File: config.mk
export PLATFORM = sky130hd
export DESIGN_NAME = execute_stage
export DESIGN_NICKNAME = d
export VERILOG_FILES = /design/src/rtl/execute_stage.sv
export SDC_FILE = /design/constraint.sdc
export NUM_CORES = 1
export LEC_CHECK = 0
export ABC_AREA = 1
export ABC_CLOCK_PERIOD_IN_PS = 6200
export BUFFER_PORTS_ARGS = -buffer_cell sky130_fd_sc_hd__buf_2
export CAP_MARGIN = 20
export CORE_ASPECT_RATIO = 0.9
export CORE_MARGIN = 2
export CORE_UTILIZATION = 38
export DETAILED_ROUTE_END_ITERATION = 8
export GPL_ROUTABILITY_DRIVEN = 1
export PLACE_DENSITY = 0.63
export SLEW_MARGIN = 10
export SYNTH_ARGS = -nofsm -noshare
export SYNTH_HDL_FRONTEND = slang
export SYNTH_SLANG_ARGS = --single-unit
File: constraint.sdc
create_clock -name clk -period 6.2 [get_ports clk]
set_input_delay 0.93 -clock clk [delete_from_list [all_inputs] [get_ports clk]]
set_output_delay 0.93 -clock clk [all_outputs]
set_load 0.02 [all_outputs]
File: src/rtl/execute_stage.sv
// execute_stage: RV32I EX stage - operand forwarding, ALU, branch resolve, EX/MEM register.
// Latency: alu/branch/pass-through outputs are combinational; exmem_* follow one clk later.
// Backpressure: none; the EX/MEM register captures on every rising clk (no stall/enable).
// Ports: clk/rst (async active-high, clears exmem_* only); ID/EX operands, indices, funct
//        fields and control bits in; forwardA/forwardB select rf / EX-MEM / MEM-WB sources;
//        combinational alu_result_out, store data, branch taken/target, pass-through
//        rd/control out; exmem_* registered copies for the MEM stage.
module execute_stage (
   input  logic        clk,
   input  logic        rst,
   input  logic [31:0] pc_in,
   input  logic [31:0] rs1_data_in,
   input  logic [31:0] rs2_data_in,
   input  logic [31:0] imm_in,
   input  logic [4:0]  rs1_in,
   input  logic [4:0]  rs2_in,
   input  logic [4:0]  rd_in,
   input  logic [2:0]  funct3_in,
   input  logic        funct7_5_in,
   input  logic        RegWrite_in,
   input  logic        MemRead_in,
   input  logic        MemWrite_in,
   input  logic        MemToReg_in,
   input  logic        ALUSrc_in,
   input  logic        Branch_in,
   input  logic [1:0]  ALUOp_in,
   input  logic [1:0]  forwardA,
   input  logic [1:0]  forwardB,
   input  logic [31:0] ex_mem_alu_result,
   input  logic [31:0] wb_data,
   output logic [31:0] alu_result_out,
   output logic [31:0] rs2_data_forwarded_out,
   output logic [4:0]  rd_out,
   output logic        RegWrite_out,
   output logic        MemRead_out,
   output logic        MemWrite_out,
   output logic        MemToReg_out,
   output logic        branch_taken_out,
   output logic [31:0] branch_target_out,
   output logic [31:0] exmem_alu_result,
   output logic [31:0] exmem_rs2_data,
   output logic [4:0]  exmem_rd,
   output logic        exmem_RegWrite,
   output logic        exmem_MemRead,
   output logic        exmem_MemWrite,
   output logic        exmem_MemToReg
);

   logic [31:0] w_fwd_a, w_fwd_b, w_op_b, w_alu, w_sum, w_diff;
   logic        w_cond, w_br_lt, w_br_ltu;
   logic [4:0]  w_shamt;

   // rs1/rs2 indices belong to the hazard unit; kept on the port list only.
   logic        w_unused;
   assign w_unused = ^{rs1_in, rs2_in};

   // Encoding 11 is treated like 00 (register-file value).
   always_comb begin
      case (forwardA)
         2'b10:   w_fwd_a = ex_mem_alu_result;
         2'b01:   w_fwd_a = wb_data;
         default: w_fwd_a = rs1_data_in;
      endcase
   end

   always_comb begin
      case (forwardB)
         2'b10:   w_fwd_b = ex_mem_alu_result;
         2'b01:   w_fwd_b = wb_data;
         default: w_fwd_b = rs2_data_in;
      endcase
   end

   assign w_op_b  = ALUSrc_in ? imm_in : w_fwd_b;
   assign w_sum   = w_fwd_a + w_op_b;
   assign w_diff  = w_fwd_a - w_op_b;
   assign w_shamt = w_op_b[4:0];

   always_comb begin
      w_alu = w_sum;
      case (ALUOp_in)
         2'b00: w_alu = w_sum;
         2'b01: w_alu = w_diff;
         2'b11: w_alu = w_op_b;
         default: begin
            case (funct3_in)
               // SUB only for the R form; ADDI with imm[10]=1 must still add.
               3'b000: w_alu = (funct7_5_in && !ALUSrc_in) ? w_diff : w_sum;
               3'b001: w_alu = w_fwd_a << w_shamt;
               3'b010: w_alu = {31'd0, $signed(w_fwd_a) < $signed(w_op_b)};
               3'b011: w_alu = {31'd0, w_fwd_a < w_op_b};
               3'b100: w_alu = w_fwd_a ^ w_op_b;
               3'b101: w_alu = funct7_5_in ? 32'($signed(w_fwd_a) >>> w_shamt)
                                           : (w_fwd_a >> w_shamt);
               3'b110: w_alu = w_fwd_a | w_op_b;
               default: w_alu = w_fwd_a & w_op_b;
            endcase
         end
      endcase
   end

   // Branch compare always uses the two forwarded registers, never the immediate.
   assign w_br_lt  = $signed(w_fwd_a) < $signed(w_fwd_b);
   assign w_br_ltu = w_fwd_a < w_fwd_b;

   always_comb begin
      case (funct3_in)
         3'b000:  w_cond = (w_fwd_a == w_fwd_b);
         3'b001:  w_cond = (w_fwd_a != w_fwd_b);
         3'b100:  w_cond = w_br_lt;
         3'b101:  w_cond = !w_br_lt;
         3'b110:  w_cond = w_br_ltu;
         3'b111:  w_cond = !w_br_ltu;
         default: w_cond = 1'b0;
      endcase
   end

   assign alu_result_out         = w_alu;
   assign rs2_data_forwarded_out = w_fwd_b;
   assign rd_out                 = rd_in;
   assign RegWrite_out           = RegWrite_in;
   assign MemRead_out            = MemRead_in;
   assign MemWrite_out           = MemWrite_in;
   assign MemToReg_out           = MemToReg_in;
   assign branch_taken_out       = Branch_in & w_cond;
   assign branch_target_out      = pc_in + imm_in;

   // EX/MEM pipeline register
   logic [31:0] r_alu, r_rs2;
   logic [4:0]  r_rd;
   logic        r_regwrite, r_memread, r_memwrite, r_memtoreg;

   always_ff @(posedge clk or posedge rst) begin
      if (rst) begin
         r_alu      <= '0;
         r_rs2      <= '0;
         r_rd       <= '0;
         r_regwrite <= 1'b0;
         r_memread  <= 1'b0;
         r_memwrite <= 1'b0;
         r_memtoreg <= 1'b0;
      end else begin
         r_alu      <= w_alu;
         r_rs2      <= w_fwd_b;
         r_rd       <= rd_in;
         r_regwrite <= RegWrite_in;
         r_memread  <= MemRead_in;
         r_memwrite <= MemWrite_in;
         r_memtoreg <= MemToReg_in;
      end
   end

   assign exmem_alu_result = r_alu;
   assign exmem_rs2_data   = r_rs2;
   assign exmem_rd         = r_rd;
   assign exmem_RegWrite   = r_regwrite;
   assign exmem_MemRead    = r_memread;
   assign exmem_MemWrite   = r_memwrite;
   assign exmem_MemToReg   = r_memtoreg;

endmodule

==> results.md <==
* P_sw at 2.874 mW
* Crit end category: output port
* Worst vdd ir at 0.0001492 V
* Final WL at 96.12 mm
* H-Tree Depth at 3
* Non-filler cells in the finished layout at 4132
* Yosys cell types at 53
* Max transition margin at 29.50%
* # resized after CTS at 0
* P per Cell Area at 237.7 mW/mm²
* Layout filler cell count at 4801
* Dpl ws at 0.08416 ns
* Sequential area share after synthesis at 11.05%
* Combinational share of power at 78.6%
* Switching share of power at 56.68%
* Routed vias at 23520
* Synth-to-Final Area Change at 29.02%
* Clk sink count at 73
* All-layer global routing usage at 41.57%
* Dpl cells at 4110
* Worst EP required at 5.27 ns
* Die Area at 0.04518 mm²
* Int Pwr at 2.196 mW
* Die width at 223.8 µm
* Finished Core Util at 49.62%
* Sequential share of power at 11.4%
* Max cap viols at 0
* RSZ-0062 raised after global routing: true
* Crit path to: alu_result_out[25]
* Synthesized area at 0.01653 mm²
* Grt total ovfl at 0
* CTS Root Cell: clkbuf_16
* Final ANT Viol Nets at 0
* Post-Syn Area per Cell at 5.539 µm²
* Die Y at 201.8 µm
* Setup TNS at 0 ns
* Num rows at 72
* Starting Density at 38.46%
* HP Class: in -> async
* Routed len/inst at 23.26 µm
* Number of hold buffers added after cts at 0
* YS warnings at 0
* Async SR Flop Fraction at 100.0%
* Mapped Cells at 2984
* Final Critical Period at 6.057 ns
* Launch point of the worst path: forwardB[0]
* WP data arrival at 5.13 ns
* Worst-path clk slew at 0.06 ns
* Largest net degree at the start of global routing at 70
* Placer Congestion at 1.094
* Peak Freq at 165.1 MHz
* Max FO, Critical Path at 35
* Cts bufs inserted at 9
* LEAKAGE at 11.84 nW
* DR vias/cell at 5.693
* Ys flop type: dfrtp_1
* First-pass GRT wire length at 138.3 mm
* HPWL Detailed at 80.47 mm
* Core box area at 0.04297 mm²
* Post-synth EDFFs at 0
* Final Hold Viols at 0
* Antenna violations before repair at 8
* Clk pwr share at 10.1%
* DRC at 0
* Share of cells above drive strength 1 at 22.18%
* CTS tree: built
* CP startpoint kind: primary input
* Final net count at 3958
* Setup CP Type: in -> out
* Setup ws final at 0.1434 ns
* Clock tree buffer depth at 2
* Status: finished, final reports clean
* Iteration-0 DRC count of the detailed router at 3106
* PortBufs at 393
* Final period utilization at 97.69%
* Worst slew pin tran at 1.046 ns
* Final number of setup-violating endpoints at 0
* Slew Limit Fails at 0
* FF+latch count, synth at 73
* Post-CTS setup repair buffer count at 0
* Boundary Pins at 404
* Syn nets at 3376
* Vias in the first global route at 21330
* Drt pass-1 iters at 9
[cell usage in the layout (no fill, tap or decap), types with 44 or more instances in the layout]
| cell type | Yosys | final |
|---|---|---|
| nor2_1 | 246 | 244 |
| buf_2 | 62 | 393 |
| nand2_1 | 898 | 896 |
| o21ai_0 | 191 | 180 |
| inv_1 | 331 | 330 |
| xor2_1 | 44 | 44 |
| ha_1 | 164 | 158 |
| nand3_1 | 385 | 384 |
| o21ai_1 | 41 | 49 |
| a21oi_1 | 204 | 204 |
| buf_4 | 21 | 322 |
| dfrtp_1 | 73 | 73 |
[kinds of logic (layout without fill, tap and decap cells)]
logic type / Yosys count / count (layout) / share of synthesized area (%)
AOI/OAI and AO/OA: 578 / 578 / 19.95
xor gates and xnor gates: 58 / 58 / 3.074
adders and majority gates: 167 / 167 / 12.78
buffers and inverters: 497 / 1083 / 12.39
DFF: 73 / 73 / 11.05
other: 0 / 7 / 0
and+or+nand+nor: 1611 / 1611 / 40.76
[power by group through the flow]
stage | Combinational, mW | Sequential [mW] | Clock [mW]
5_1_grt | 4.25 | 0.583 | 0.535
3_5_place_dp | 3.81 | 0.585 | 0
3_3_place_gp | 3.82 | 0.583 | 0
2_1_floorplan | 2.04 | 0.702 | 0
4_1_cts | 3.83 | 0.577 | 0.521
6_report | 3.98 | 0.576 | 0.510
[flip-flops by register name (all words and copies together) (netlist names)]
register and count:
exmem_MemRead 1, exmem_rd 5, exmem_MemToReg 1, exmem_RegWrite 1, exmem_MemWrite 1, exmem_rs2_data 32
exmem_alu_result 32
[worst min path at each step]
stage | endpoint | slack, ns | startpoint | cells after the start
floorplan | exmem_MemRead | 0.96 | MemRead_in | 0
global placement | exmem_rd[4] | 1.03 | rst | 2
detailed placement | exmem_rd[4] | 1.04 | rst | 2
CTS | exmem_rd[4] | 0.62 | rst | 2
global route | exmem_rd[1] | 0.65 | rd_in[1] | 1
finish | exmem_rd[4] | 0.60 | rst | 2
[per-stage QoR]
stage          hold slack [ns]  cell area, µm²  power [mW]
4_1_cts                 0.6224           21260       4.928
5_1_grt                 0.6503           21320       5.367
3_5_place_dp             1.038           21000       4.399
3_3_place_gp             1.029           21000       4.400
6_report                0.5974           21320       5.070
2_1_floorplan           0.9614           16530       2.741
[synth_stat cells (7+ instances only)]
library cell  number  area [µm²]
buf_2             62       310.3
inv_1            331        1242
o21bai_1           7       52.55
o211ai_1          20       150.1
a21o_1             9       67.56
nand3_1          385        1927
nor3_1            29       145.1
clkbuf_1          57       214.0
a22o_1            17       148.9
nor2_1           246       923.4
nand2_1          898        3371
a21boi_0           8       60.06
inv_2             14       52.55
o21ai_1           41       205.2
xor2_1            44       385.4
o21ai_2            7       61.31
o21ai_0          191       955.9
nand4_1           20       125.1
o22ai_1           17       106.4
buf_4             21       157.7
dfrtp_1           73        1827
xnor2_1           14       122.6
a221o_1           10       100.1
a31oi_1            8       50.05
a211oi_1          17       127.6
ha_1             164        2052
a21oi_1          204        1021
[metal layers]
layer	GRT usage, %	part of all wire (%)	up-vias
met3	11.48	13	296
met2	61.09	41	1610
met4	26.07	7.6	0
met1	53.66	39	10600
met5	0	0	-
li1	-	-	11020
[layout make-up]
type / instances / area [µm²] / area share [%]
Tap cell: 555 / 694.4 / 3.257
Inverter: 349 / 1311 / 6.150
Clock inverter: 3 / 17.52 / 0.08215
Sequential cell: 73 / 1827 / 8.567
Timing Repair Buffer: 719 / 4464 / 20.94
Multi-Input combinational cell: 2414 / 12740 / 59.77
Clock buffer: 12 / 246.5 / 1.156
Antenna cell: 7 / 17.52 / 0.08215
[worst max-delay path, cell delays in order]
cell and delay [ns]:
buf_2 0.10, inv_1 0.04, ha_1 0.36, inv_2 0.11, buf_12 0.18, o21ai_0 0.44
inv_1 0.13, nand2_1 0.18, o21ai_0 0.30, buf_4 0.26, ha_1 0.21, a21oi_1 0.18
a21boi_0 0.29, a21boi_0 0.36, nand3_1 0.14, nand2_1 0.10, a21oi_1 0.07, a211oi_1 0.31
nand2_1 0.22, buf_2 0.21
Power figures use the tool's default switching activity.
